## config.mk

```make
export PLATFORM = sky130hd
export DESIGN_NAME = sort_feeder
export DESIGN_NICKNAME = d
export VERILOG_FILES = /design/src/rtl/sort_pkg.sv /design/src/rtl/sort_feeder.sv
export SDC_FILE = /design/constraint.sdc
export NUM_CORES = 1
export LEC_CHECK = 0
export ABC_CLOCK_PERIOD_IN_PS = 2000
export CORE_MARGIN = 2
export CORE_UTILIZATION = 44
export CTS_BUF_LIST = sky130_fd_sc_hd__clkbuf_8
export CTS_CLUSTER_DIAMETER = 30
export CTS_CLUSTER_SIZE = 30
export DETAILED_ROUTE_END_ITERATION = 16
export GPL_TIMING_DRIVEN = 0
export PLACE_DENSITY = 0.9
export SYNTH_ARGS = -nofsm -noshare
export SYNTH_HDL_FRONTEND = slang
export SYNTH_SLANG_ARGS = --single-unit
export TNS_END_PERCENT = 1
```

## constraint.sdc

```tcl
create_clock -name clk -period 2 [get_ports clk]
set_input_delay 0.6 -clock clk [delete_from_list [all_inputs] [get_ports clk]]
set_output_delay 0.6 -clock clk [all_outputs]
set_load 0.005 [all_outputs]
```

## src/rtl/sort_pkg.sv

```systemverilog
// Shared definitions for the sort chain feeder and its bench: widths, flush sentinel, state encoding.
package sort_pkg;

  localparam int KEY_WIDTH = 32;
  localparam int VAL_WIDTH = 16;

  // Reserved key used by flush entries; real keys are never allowed to equal it
  localparam logic [KEY_WIDTH-1:0] SENTINEL = {KEY_WIDTH{1'b1}};

  typedef enum logic [2:0] {
    ST_IDLE  = 3'd0,
    ST_CLEAR = 3'd1,
    ST_LOAD  = 3'd2,
    ST_FLUSH = 3'd3,
    ST_DONE  = 3'd4
  } state_e;

endpackage

```

## src/rtl/sort_feeder.sv

```systemverilog
// Frames key/value pairs into the comparator sort chain, flushes it with sentinels and waits for its ready.
// Optional macro SORT_FEEDER_SENTINEL_EN remaps all-ones input keys and raises a sticky o_sat flag.
module sort_feeder
  import sort_pkg::*;
#(
  parameter int key_width   = KEY_WIDTH,
  parameter int val_width   = VAL_WIDTH,
  parameter int depth       = 8,
  parameter int count_width = 16
) (
  input  logic                   clk,
  input  logic                   rstn,
  input  logic                   i_start,
  input  logic [count_width-1:0] i_len,
  input  logic                   s_valid,
  output logic                   s_ready,
  input  logic [key_width-1:0]   s_key,
  input  logic [val_width-1:0]   s_val,
  output logic                   o_chain_rstn,
  output logic                   o_en,
  output logic [key_width-1:0]   o_key,
  output logic [val_width-1:0]   o_val,
  output logic                   o_done,
  input  logic                   i_chain_ready,
  output logic                   o_busy,
  output logic                   o_frame_done,
  output logic                   o_err,
  output logic                   o_sat
);

  localparam int FlushW = $clog2(depth + 1);
  localparam logic [key_width-1:0] KeyOnes = {key_width{1'b1}};

  state_e                 state_q, state_d;
  logic [count_width-1:0] len_q, len_d;
  logic [count_width-1:0] beat_q, beat_d, beat_inc;
  logic [FlushW-1:0]      flush_q, flush_d;
  logic                   chain_rstn_q, chain_rstn_d;
  logic                   en_q, en_d;
  logic [key_width-1:0]   key_q, key_d;
  logic [val_width-1:0]   val_q, val_d;
  logic                   done_q, done_d;
  logic                   frame_done_q, frame_done_d;
  logic                   err_q, err_d;
  logic                   hs;
`ifdef SORT_FEEDER_SENTINEL_EN
  logic                   sat_q, sat_d;
`endif

  assign s_ready  = (state_q == ST_LOAD);
  assign hs       = s_valid && s_ready;
  assign beat_inc = beat_q + 1'b1;

  always_comb begin
    state_d      = state_q;
    len_d        = len_q;
    beat_d       = beat_q;
    flush_d      = flush_q;
    chain_rstn_d = 1'b1;
    en_d         = 1'b0;
    key_d        = key_q;
    val_d        = val_q;
    done_d       = done_q;
    frame_done_d = 1'b0;
    err_d        = 1'b0;
`ifdef SORT_FEEDER_SENTINEL_EN
    sat_d        = sat_q;
`endif
    case (state_q)
      ST_IDLE: begin
        if (i_start) begin
          if (i_len != '0) begin
            len_d        = i_len;
            beat_d       = '0;
            flush_d      = '0;
            chain_rstn_d = 1'b0;
            state_d      = ST_CLEAR;
`ifdef SORT_FEEDER_SENTINEL_EN
            sat_d        = 1'b0;
`endif
          end else begin
            err_d = 1'b1;
          end
        end
      end
      ST_CLEAR: state_d = ST_LOAD;
      ST_LOAD: begin
        if (hs) begin
          en_d   = 1'b1;
          key_d  = s_key;
          val_d  = s_val;
          beat_d = beat_inc;
`ifdef SORT_FEEDER_SENTINEL_EN
          // A real key must never look like a flush entry to the chain
          if (s_key == KeyOnes) begin
            key_d = KeyOnes - 1'b1;
            sat_d = 1'b1;
          end
`endif
          if (beat_inc == len_q) state_d = ST_FLUSH;
        end
      end
      ST_FLUSH: begin
        if (flush_q == FlushW'(depth)) begin
          state_d = ST_DONE;
          done_d  = 1'b1;
        end else begin
          en_d    = 1'b1;
          key_d   = KeyOnes;
          val_d   = '0;
          flush_d = flush_q + 1'b1;
        end
      end
      ST_DONE: begin
        if (i_chain_ready) begin
          frame_done_d = 1'b1;
          done_d       = 1'b0;
          state_d      = ST_IDLE;
        end
      end
      default: state_d = ST_IDLE;
    endcase
  end

  always_ff @(posedge clk or negedge rstn) begin
    if (!rstn) begin
      state_q      <= ST_IDLE;
      len_q        <= '0;
      beat_q       <= '0;
      flush_q      <= '0;
      chain_rstn_q <= 1'b1;
      en_q         <= 1'b0;
      key_q        <= KeyOnes;
      val_q        <= '0;
      done_q       <= 1'b0;
      frame_done_q <= 1'b0;
      err_q        <= 1'b0;
    end else begin
      state_q      <= state_d;
      len_q        <= len_d;
      beat_q       <= beat_d;
      flush_q      <= flush_d;
      chain_rstn_q <= chain_rstn_d;
      en_q         <= en_d;
      key_q        <= key_d;
      val_q        <= val_d;
      done_q       <= done_d;
      frame_done_q <= frame_done_d;
      err_q        <= err_d;
    end
  end

`ifdef SORT_FEEDER_SENTINEL_EN
  always_ff @(posedge clk or negedge rstn) begin
    if (!rstn) sat_q <= 1'b0;
    else       sat_q <= sat_d;
  end
  assign o_sat = sat_q;
`else
  assign o_sat = 1'b0;
`endif

  assign o_chain_rstn = chain_rstn_q;
  assign o_en         = en_q;
  assign o_key        = key_q;
  assign o_val        = val_q;
  assign o_done       = done_q;
  assign o_busy       = (state_q != ST_IDLE);
  assign o_frame_done = frame_done_q;
  assign o_err        = err_q;

endmodule

```

==> results.md, run 1 <==
Run status:
- The flow ran to the end, but the final reports show violations.
- The checks that failed: negative setup slack.

Placement:
- After legalization and detailed placement, the total HPWL measured 7.87 mm.
- The congestion estimate from routability-driven global placement came to 0.803.
- Timing analysis after detailed placement gives a worst setup slack of -0.828 ns.
- In this run the cell area measured after placement is 5600 µm².
- Port buffering added 123 buffers.
- The cell total after placement is 614.

Floorplan:
- The core region is 9240 µm².
- Measured along the y axis, the die boundary spans 101 µm.
- In this run the count of I/O pins placed on the die edge is 125.
- For this configuration, the core starts out at a cell density of 0.452.
- The number of placement rows is 35.
- The die covers 10300 µm².
- The overall die width is 101 µm.

Critical path:
- For this run, the slowest stage of the critical path takes 0.44 ns.
- The required time of the worst setup path is 2.29 ns.
- The cell with the largest stage delay on the worst path is sky130_fd_sc_hd__dfrtp_1.
- In this run the critical register-to-register path is captured at state_q[0]$_DFFE_PN0P_.
- STA classifies the critical path endpoint as a flip-flop.
- Traced cell by cell, the critical path runs through ha_2 > nand3_2 > or2_2 > xnor2_1 > nor4_1 > nand4_1 > o21ai_1.
- For the worst setup path, the data arrival time is 2.49 ns.
- The setup slack on the worst flop-to-flop path is -0.21 ns.
- The worst setup path startpoint is beat_q[1]$_DFFE_PN0P_.
- The top fanout value on the critical path is 5.
- The critical path is of the reg -> reg type.
- The launching point of the worst reg2reg path is beat_q[1]$_DFFE_PN0P_.
- The worst setup path is launched from a flip-flop.
- The capturing element of the worst setup path is state_q[0]$_DFFE_PN0P_.
- The number of cells on the worst reg-to-reg path is 7.

Layout:
- The count of non-filler cells in the finished layout is 641.
- The final-stage net count is 578.
- In the final layout, the share of cells above drive strength 1 is 0.229.
- The most common cell after layout, fill and taps aside is sky130_fd_sc_hd__clkdlybuf4s50_1.
- The final instance area is 6030 µm².
- The area overhead of the layout relative to synthesis is 44.3%.
- For this run, the share of the core covered by cells in the final layout is 0.652.
- Leaving out fill and tap cells, the most frequent cells in the layout are 71 x sky130_fd_sc_hd__clkdlybuf4s50_1, 55 x sky130_fd_sc_hd__dfrtp_1, 33 x sky130_fd_sc_hd__dfstp_2, 32 x sky130_fd_sc_hd__o22a_1, 28 x sky130_fd_sc_hd__dlymetal6s2s_1.

Synth:
- During synthesis, Yosys emitted a total of 0 warnings.
- The number of nets handed over by synthesis was 433.
- The synthesized netlist occupies a cell area of 4180 µm².
- The netlist uses 47 different library cells.
- The post-synthesis area per instance is 11.6 µm².
- The leading register cell type out of synthesis is sky130_fd_sc_hd__dfrtp_1.
- For this run, asynchronously set or reset flops after synthesis account for 1.00.
- The number of synthesized register bits is 92.
- The cell count after synthesis is 361.
- The number of flops mapped to enable cells by yosys is 0.
- The share of the Yosys chip area taken by registers is 0.561.

Route:
- In the routed design, unresolved DRC markers number 0.
- The detailed router finished its first iteration with 277 violations.
- The remaining number of nets flagged by the antenna check after routing is 0.
- After detailed routing, the total wire length is 11.6 mm.
- The mean number of vias per cell is 5.58.
- The total vias in the final route is 3578.
- The routed wire length per instance is 18.0 µm.
- The detailed-routing iteration count for the pre-antenna-repair pass is 5.

Timing:
- The pin slew with the least headroom to its limit is 0.555 ns.
- The worst hold slack across all endpoints is 0.121 ns.
- The total count of max-transition violations in the final report came to 0.
- The worst setup margin is -0.206 ns.
- The total negative slack is -4.03 ns.
- The clock arrives with 0.0186 ns of skew.
- The post-route minimum period is 2.21 ns.
- The headroom to the max-slew limit is 0.630.
- Setup repair after global routing could not meet its margin everywhere.
- The final number of setup-violating endpoints is 52.
- The achievable clock frequency is 453 MHz.
- The share of the clock period used by the worst path is 1.10.
- The hold violation total from the final report is 0.

Global routing:
- The first global-routing pass estimated 16.9 mm of wire.
- The number of global-route vias before repair is 3545.
- Entering global routing, the biggest net connects 73 pins.
- Across every metal layer, demand over resource in global routing totals 0.210.
- The initial antenna violation count was 1.
- The leftover overflow at the end of global routing is 0.

Clock network:
- TritonCTS built the clock tree.
- Clock-pin slew was measured on the worst setup and hold paths at 0.10 ns.
- The clock drives 92 sinks.
- The total number of H-tree levels is 3.
- Counting the buffers created by CTS gives 9.
- The buffer depth of the longest clock path is 2.
- The hold-fix buffer count after cts is 0.
- The cell sitting at the root of the clock tree is a sky130_fd_sc_hd__clkbuf_8.
- The worst-skew pair later-pin latency is 0.36 ns.

Power and ir drop:
- The worst-case IR drop observed on VDD is 0.000863 V.
- Dividing total power by cell area gives a power density of 1310 nW/µm².
- The leakage power summed over all cells is 2.68 nW.
- After layout, the design draws a total of 7.89 mW.

Run:
- The tool flagged a number of max-cap violations equal to 0.

Worst hold path:
- The class of the tightest hold or removal check is in -> async.
==> power by group <==
| part | total (mW) | leakage [nW] | switching, mW | internal (mW) |
|---|---|---|---|---|
| Sequential | 3.38 | 1.09 | 0.538 | 2.85 |
| Clock | 1.17 | 0.102 | 0.648 | 0.525 |
| Combinational | 3.34 | 1.48 | 1.47 | 1.87 |
| Total | 7.89 | 2.68 | 2.65 | 5.24 |
==> synth_stat cells (2+ instances only) <==
cell                       number  area share
sky130_fd_sc_hd__dfrtp_1       59        0.35
sky130_fd_sc_hd__dfstp_2       33        0.21
sky130_fd_sc_hd__o22a_1        32       0.067
sky130_fd_sc_hd__nor2_1        29       0.026
sky130_fd_sc_hd__nand2_1       24       0.022
sky130_fd_sc_hd__o21ai_0       22       0.026
sky130_fd_sc_hd__a22o_1        17       0.036
sky130_fd_sc_hd__mux2_2        17       0.046
sky130_fd_sc_hd__xnor2_1       14       0.029
sky130_fd_sc_hd__buf_2         10       0.012
sky130_fd_sc_hd__xor2_1        10       0.021
sky130_fd_sc_hd__clkbuf_1       8      0.0072
sky130_fd_sc_hd__o31ai_1        8       0.014
sky130_fd_sc_hd__nand3_1        7      0.0084
sky130_fd_sc_hd__nor4_1         7       0.010
sky130_fd_sc_hd__inv_1          6      0.0054
sky130_fd_sc_hd__nand4_1        6      0.0090
sky130_fd_sc_hd__and3_1         5      0.0075
sky130_fd_sc_hd__nor3_1         5      0.0060
sky130_fd_sc_hd__and2_1         3      0.0045
sky130_fd_sc_hd__buf_4          3      0.0054
sky130_fd_sc_hd__ha_1           3      0.0090
sky130_fd_sc_hd__a31oi_1        2      0.0030
sky130_fd_sc_hd__and4_1         2      0.0042
sky130_fd_sc_hd__mux2i_1        2      0.0048
sky130_fd_sc_hd__nand3_2        2      0.0048
sky130_fd_sc_hd__nand3b_1       2      0.0036
sky130_fd_sc_hd__nor2b_1        2      0.0030
sky130_fd_sc_hd__nor4_4         2       0.010
sky130_fd_sc_hd__or3_1          2      0.0030
==> worst max-delay path, delay by kind of cell, from the launching register on <==
| kind | cells | cell delay [ns] |
|---|---|---|
| flip-flops | 1 | 0.44 |
| XOR/XNOR | 1 | 0.15 |
| AND/OR/NAND/NOR | 4 | 1.11 |
| adder cells (fa/ha/maj) | 1 | 0.27 |
| AO/OA/AOI/OAI | 1 | 0.16 |
==> worst min path at each step <==
stage | from | endpoint | slack, ns | cells after the start
floorplan | rstn | beat_q[0]$_DFFE_PN0P_ | 0.30 | 0
global placement | o_val[3]$_DFFE_PN0P_ | o_val[3]$_DFFE_PN0P_ | 0.49 | 1
finish | rstn | o_err$_DFF_PN0_ | 0.12 | 1
detailed placement | o_val[4]$_DFFE_PN0P_ | o_val[4]$_DFFE_PN0P_ | 0.48 | 1
CTS | rstn | o_frame_done$_DFF_PN0_ | 0.12 | 1
global route | rstn | o_err$_DFF_PN0_ | 0.12 | 1
==> kinds of logic (layout without fill, tap and decap cells) <==
| logic type | count (synthesis) | count (layout) | share of synthesized area |
|---|---|---|---|
| AO/OA/AOI/OAI | 89 | 89 | 0.160 |
| XOR/XNOR | 24 | 24 | 0.0503 |
| adder cells (fa/ha/maj) | 3 | 3 | 0.00899 |
| buffers and inverters | 28 | 178 | 0.0308 |
| flip-flops | 92 | 92 | 0.561 |
| multiplexers | 19 | 19 | 0.0506 |
| other | 1 | 2 | 0.000898 |
| AND/OR/NAND/NOR | 105 | 105 | 0.137 |
==> flip-flops by register name (all words and copies together), names as in the netlist <==
name,cells
o_err,1
flush_q,4
o_key,32
o_frame_done,1
beat_q,16
o_chain_rstn,1
state_q,3
o_en,1
o_val,16
len_q,16
o_done,1
==> cell type report <==
class | instances | area (µm²)
fillers | 677 | 3210
well taps | 129 | 161
flip-flops and latches | 92 | 2350
clock buffers | 11 | 151
diodes | 1 | 2.50
multi-input cells | 241 | 1810
plain buffers | 20 | 108
inverters | 7 | 26.3
repair buffers | 135 | 1390
clock inverters | 5 | 33.8
==> routing by layer <==
layer,vias up,track usage,share of wire,routed length (µm)
li1,1607,-,-,-
met1,1776,0.246,0.38,4380
met2,165,0.377,0.54,6240
met3,30,0.0483,0.056,652
met4,0,0.0780,0.024,278
met5,-,0,0,0
==> timing repair <==
| action | CTS | global route |
|---|---|---|
| setup endpoints to repair | 107 | 95 |
| resized for setup | 40 | 45 |
| setup buffers | 2 | 8 |
| pin swaps | 1 | 9 |
| cloned | 0 | 1 |
Power figures use the tool's default switching activity.
==> run 2: changes to the inputs <==
--- a/config.mk
+++ b/config.mk
@@ -5,7 +5,6 @@
 export SDC_FILE = /design/constraint.sdc
 export NUM_CORES = 1
 export LEC_CHECK = 0
-export ABC_CLOCK_PERIOD_IN_PS = 2000
 export CORE_MARGIN = 2
 export CORE_UTILIZATION = 44
 export CTS_BUF_LIST = sky130_fd_sc_hd__clkbuf_8
==> results of run 2 <==
No change in the layout: final DEF, timing and power equal those of run 1.
==> run 3: changes to the inputs <==
--- a/config.mk
+++ b/config.mk
@@ -8,10 +8,8 @@
 export CORE_MARGIN = 2
 export CORE_UTILIZATION = 44
 export CTS_BUF_LIST = sky130_fd_sc_hd__clkbuf_8
-export CTS_CLUSTER_DIAMETER = 30
 export CTS_CLUSTER_SIZE = 30
 export DETAILED_ROUTE_END_ITERATION = 16
-export GPL_TIMING_DRIVEN = 0
 export PLACE_DENSITY = 0.9
 export SYNTH_ARGS = -nofsm -noshare
 export SYNTH_HDL_FRONTEND = slang
==> run 3 against run 2 <==
  * The run now ends clean
  * Combinational power shrank 2%
  * Clock skew down 0.0088 ns
  * Setup slack gained 0.23 ns
  * Worst hold slack better by 0.16 ns
  * Utilization about the same
  * Critical endpoint is now len_q[14]$_DFFE_PN0P_
  * Largest cell class unchanged
==> results.md, run 3 (same netlist as run 1, synthesis figures left out) <==
Layout:
- The final-stage net count was 579 (+0.17%).
- The sequential cell area came to 2340 µm² (-0.21%).
- The share of the core filled with cells was 0.652 (about the same).
- The antenna diode count is 0 (-1).
- The multi-input logic area is 1770 µm² (-2.2%).
- The count of filler cells inserted in the layout was 664 (-1.9%).
- The share of cells above drive strength 1 is 0.232 (+0.00346).
- The most common cell after layout, fill and taps aside is sky130_fd_sc_hd__clkdlybuf4s50_1.
- The area overhead of the layout relative to synthesis came to 44.2% (about the same).
- In the layout the commonest cells are 74 x sky130_fd_sc_hd__clkdlybuf4s50_1, 59 x sky130_fd_sc_hd__dfrtp_1, 33 x sky130_fd_sc_hd__dfstp_2, 32 x sky130_fd_sc_hd__o22a_1, 29 x sky130_fd_sc_hd__buf_4.
- The flip-flop count of the largest register after layout was 32 (unchanged).

Route:
- The detailed router's first-iteration violation count is 208 (-25%).
- The mean number of vias per cell is 5.36 (-3.9%).
- The detailed-routing iteration count for the pre-antenna-repair pass came to 4 (-1).
- The remaining number of nets flagged by the antenna check after routing is 0 (unchanged).
- The total vias in the final route is 3437 (-3.9%).
- The number of DRC violations after detailed routing is 0 (unchanged).
- The routed wire length per instance was 16.5 µm (-8.5%).
- The wire length reported by the detailed router is 10.6 mm (-8.5%).

Clock network:
- The clock-pin transition on the worst setup and hold timing paths is 0.09 ns (about the same).
- The buffer depth of the longest clock path is 2 (unchanged).
- The number of buffers added by the clock tree synthesis step is 9 (unchanged).
- The TritonCTS clock tree is built.
- The worst-skew pair later-pin latency is 0.35 ns (about the same).
- The total number of H-tree levels is 3 (unchanged).
- The hold-fix buffer count after cts was 0 (unchanged).
- The total number of clock tree sinks is 92 (unchanged).
- The cell sitting at the root of the clock tree is a sky130_fd_sc_hd__clkbuf_8.

Run status:
- The run finished with clean final reports.

Global routing:
- The first-pass GRT wire length is 17.2 mm (+1.3%).
- The initial antenna violation count is 0 (-1).
- The number of global-route vias before repair came to 3490 (-1.6%).
- The leftover overflow at the end of global routing was 0 (unchanged).
- The pin count of the biggest net entering global routing is 93 (+27%).
- The global-route total usage across every layer was 0.212 (+0.00180).

Critical path:
- The cell with the largest stage delay on the worst path is sky130_fd_sc_hd__clkdlybuf4s50_1.
- STA classifies the critical path endpoint as a flip-flop.
- The number of cells on the worst reg-to-reg path is 6 (-1).
- The startpoint class of the critical path is an input pin.
- The signal on the critical path passes through clkdlybuf4s50_1 > nor4_2 > nand4_1 > nand3_2 > buf_12 > mux2_2.
- The required time of the worst setup path is 2.24 ns (-0.05 ns).
- The arrival time of data at the critical path endpoint is 2.21 ns (-0.28 ns).
- The top fanout value on the critical path was 11 (+6).
- The setup slack on the worst flop-to-flop path is 0.05 ns (+0.26 ns).
- The type of the worst setup path is in -> reg.
- In this run the critical register-to-register path is captured at state_q[0]$_DFFE_PN0P_.
- The largest incremental delay on the critical path came to 0.44 ns (about the same).
- The launching point of the worst reg2reg path is beat_q[7]$_DFFE_PN0P_.

Floorplan:
- The number of placement rows is 35 (unchanged).
- The full die area is 10300 µm² (unchanged).
- The number of top-level pins was 125 (unchanged).
- The overall die width is 101 µm (unchanged).
- The initial core utilization was 0.452 (unchanged).
- The placeable core region is 9240 µm² (unchanged).
- The die outline height is 101 µm (unchanged).

Timing:
- The share of the clock period used by the worst path is 0.987 (-0.116).
- The hold violation total from the final report is 0 (unchanged).
- The worst setup margin is 0.0269 ns (+0.232 ns).
- The total negative slack is 0 ns (+4.03 ns).
- The final number of setup-violating endpoints came to 0 (-100%).
- Setup repair after global routing could not meet its margin everywhere.
- The achievable clock frequency is 507 MHz (+12%).
- The headroom to the max-slew limit is 0.633 (+0.00328).
- The worst clock skew is 0.00973 ns (-0.00885 ns).
- The total count of max-transition violations in the final report is 0 (unchanged).
- The pin slew with the least headroom to its limit is 0.549 ns (-0.00572 ns).
- The post-route minimum period is 1.97 ns (-0.232 ns).
- The worst hold slack across all endpoints was 0.276 ns (+0.155 ns).

Placement:
- The half-perimeter wire length after placement is 7.49 mm (-4.9%).
- The number of buffer cells added on primary ports is 123 (unchanged).
- The post-placement setup slack is -0.562 ns (+0.266 ns).
- The routability congestion estimate came to 0.823 (+2.5%).

Power and ir drop:
- The total design power is 7.72 mW (-2.2%).
- The leakage power summed over all cells was 2.65 nW (-1.1%).
- The worst voltage drop across the vdd grid is 0.000851 V (-1.4%).
- The power per unit of standard cell area is 1280 nW/µm² (-2.2%).

Worst hold path:
- The class of the tightest hold or removal check is in -> async.

Run:
- The count of maximum capacitance violations came to 0 (unchanged).
## run 3: power breakdown
| part | internal [mW] | switching [mW] |
|---|---|---|
| Clock | 0.448 | 0.659 |
| Sequential | 2.84 | 0.505 |
| Combinational | 1.88 | 1.39 |
| Total | 5.17 | 2.55 |
## run 3: worst max path at each step
stage,start,to,slack (ns),cells past startpoint
floorplan,beat_q[0]$_DFFE_PN0P_,state_q[0]$_DFFE_PN0P_,0.04,7
global placement,i_len[13],len_q[15]$_DFFE_PN0P_,-0.49,6
detailed placement,i_len[13],len_q[9]$_DFFE_PN0P_,-0.56,6
CTS,state_q[0]$_DFFE_PN0P_,o_busy,-0.10,3
global route,flush_q[0]$_DFFE_PN0P_,o_key[1]$_DFFE_PN1P_,-0.10,8
finish,i_len[3],len_q[14]$_DFFE_PN0P_,0.03,6
## run 3: critical path, delay by kind of cell
kind	cells	cell delay, ns
buffers and inverters	2	0.59
AND/OR/NAND/NOR	3	0.68
multiplexers	1	0.34
## run 3: stage by stage
step	area, µm²	cells
after floorplan	4180	361
after global placement	5750	622
after detailed placement	5750	622
after CTS	5950	640
after global routing	6030	641
final	6030	641
## run 3: final cells by class
class                      count  area share
sequential                    92       0.389
multi-input combinational    241       0.293
timing repair buffer         156       0.259
tap                          129      0.0268
clock buffer                   9      0.0206
clock inverter                 7     0.00748
inverter                       7     0.00436
## run 3: metal layers
metal / GRT usage / share of wire
met5: 0 / 0
met4: 0.0780 / 0.020
met3: 0.0414 / 0.058
met2: 0.359 / 0.52
met1: 0.272 / 0.40
## run 3: repair_timing
| item | 4_1_cts | 5_1_grt |
|---|---|---|
| hold endpoints to repair | 0 | 0 |
| resized for setup | 34 | 28 |
| pin swaps | 4 | 3 |
| gates cloned | 0 | 0 |
| endpoints found under the setup margin | 60 | 79 |
| buffers inserted | 2 | 1 |
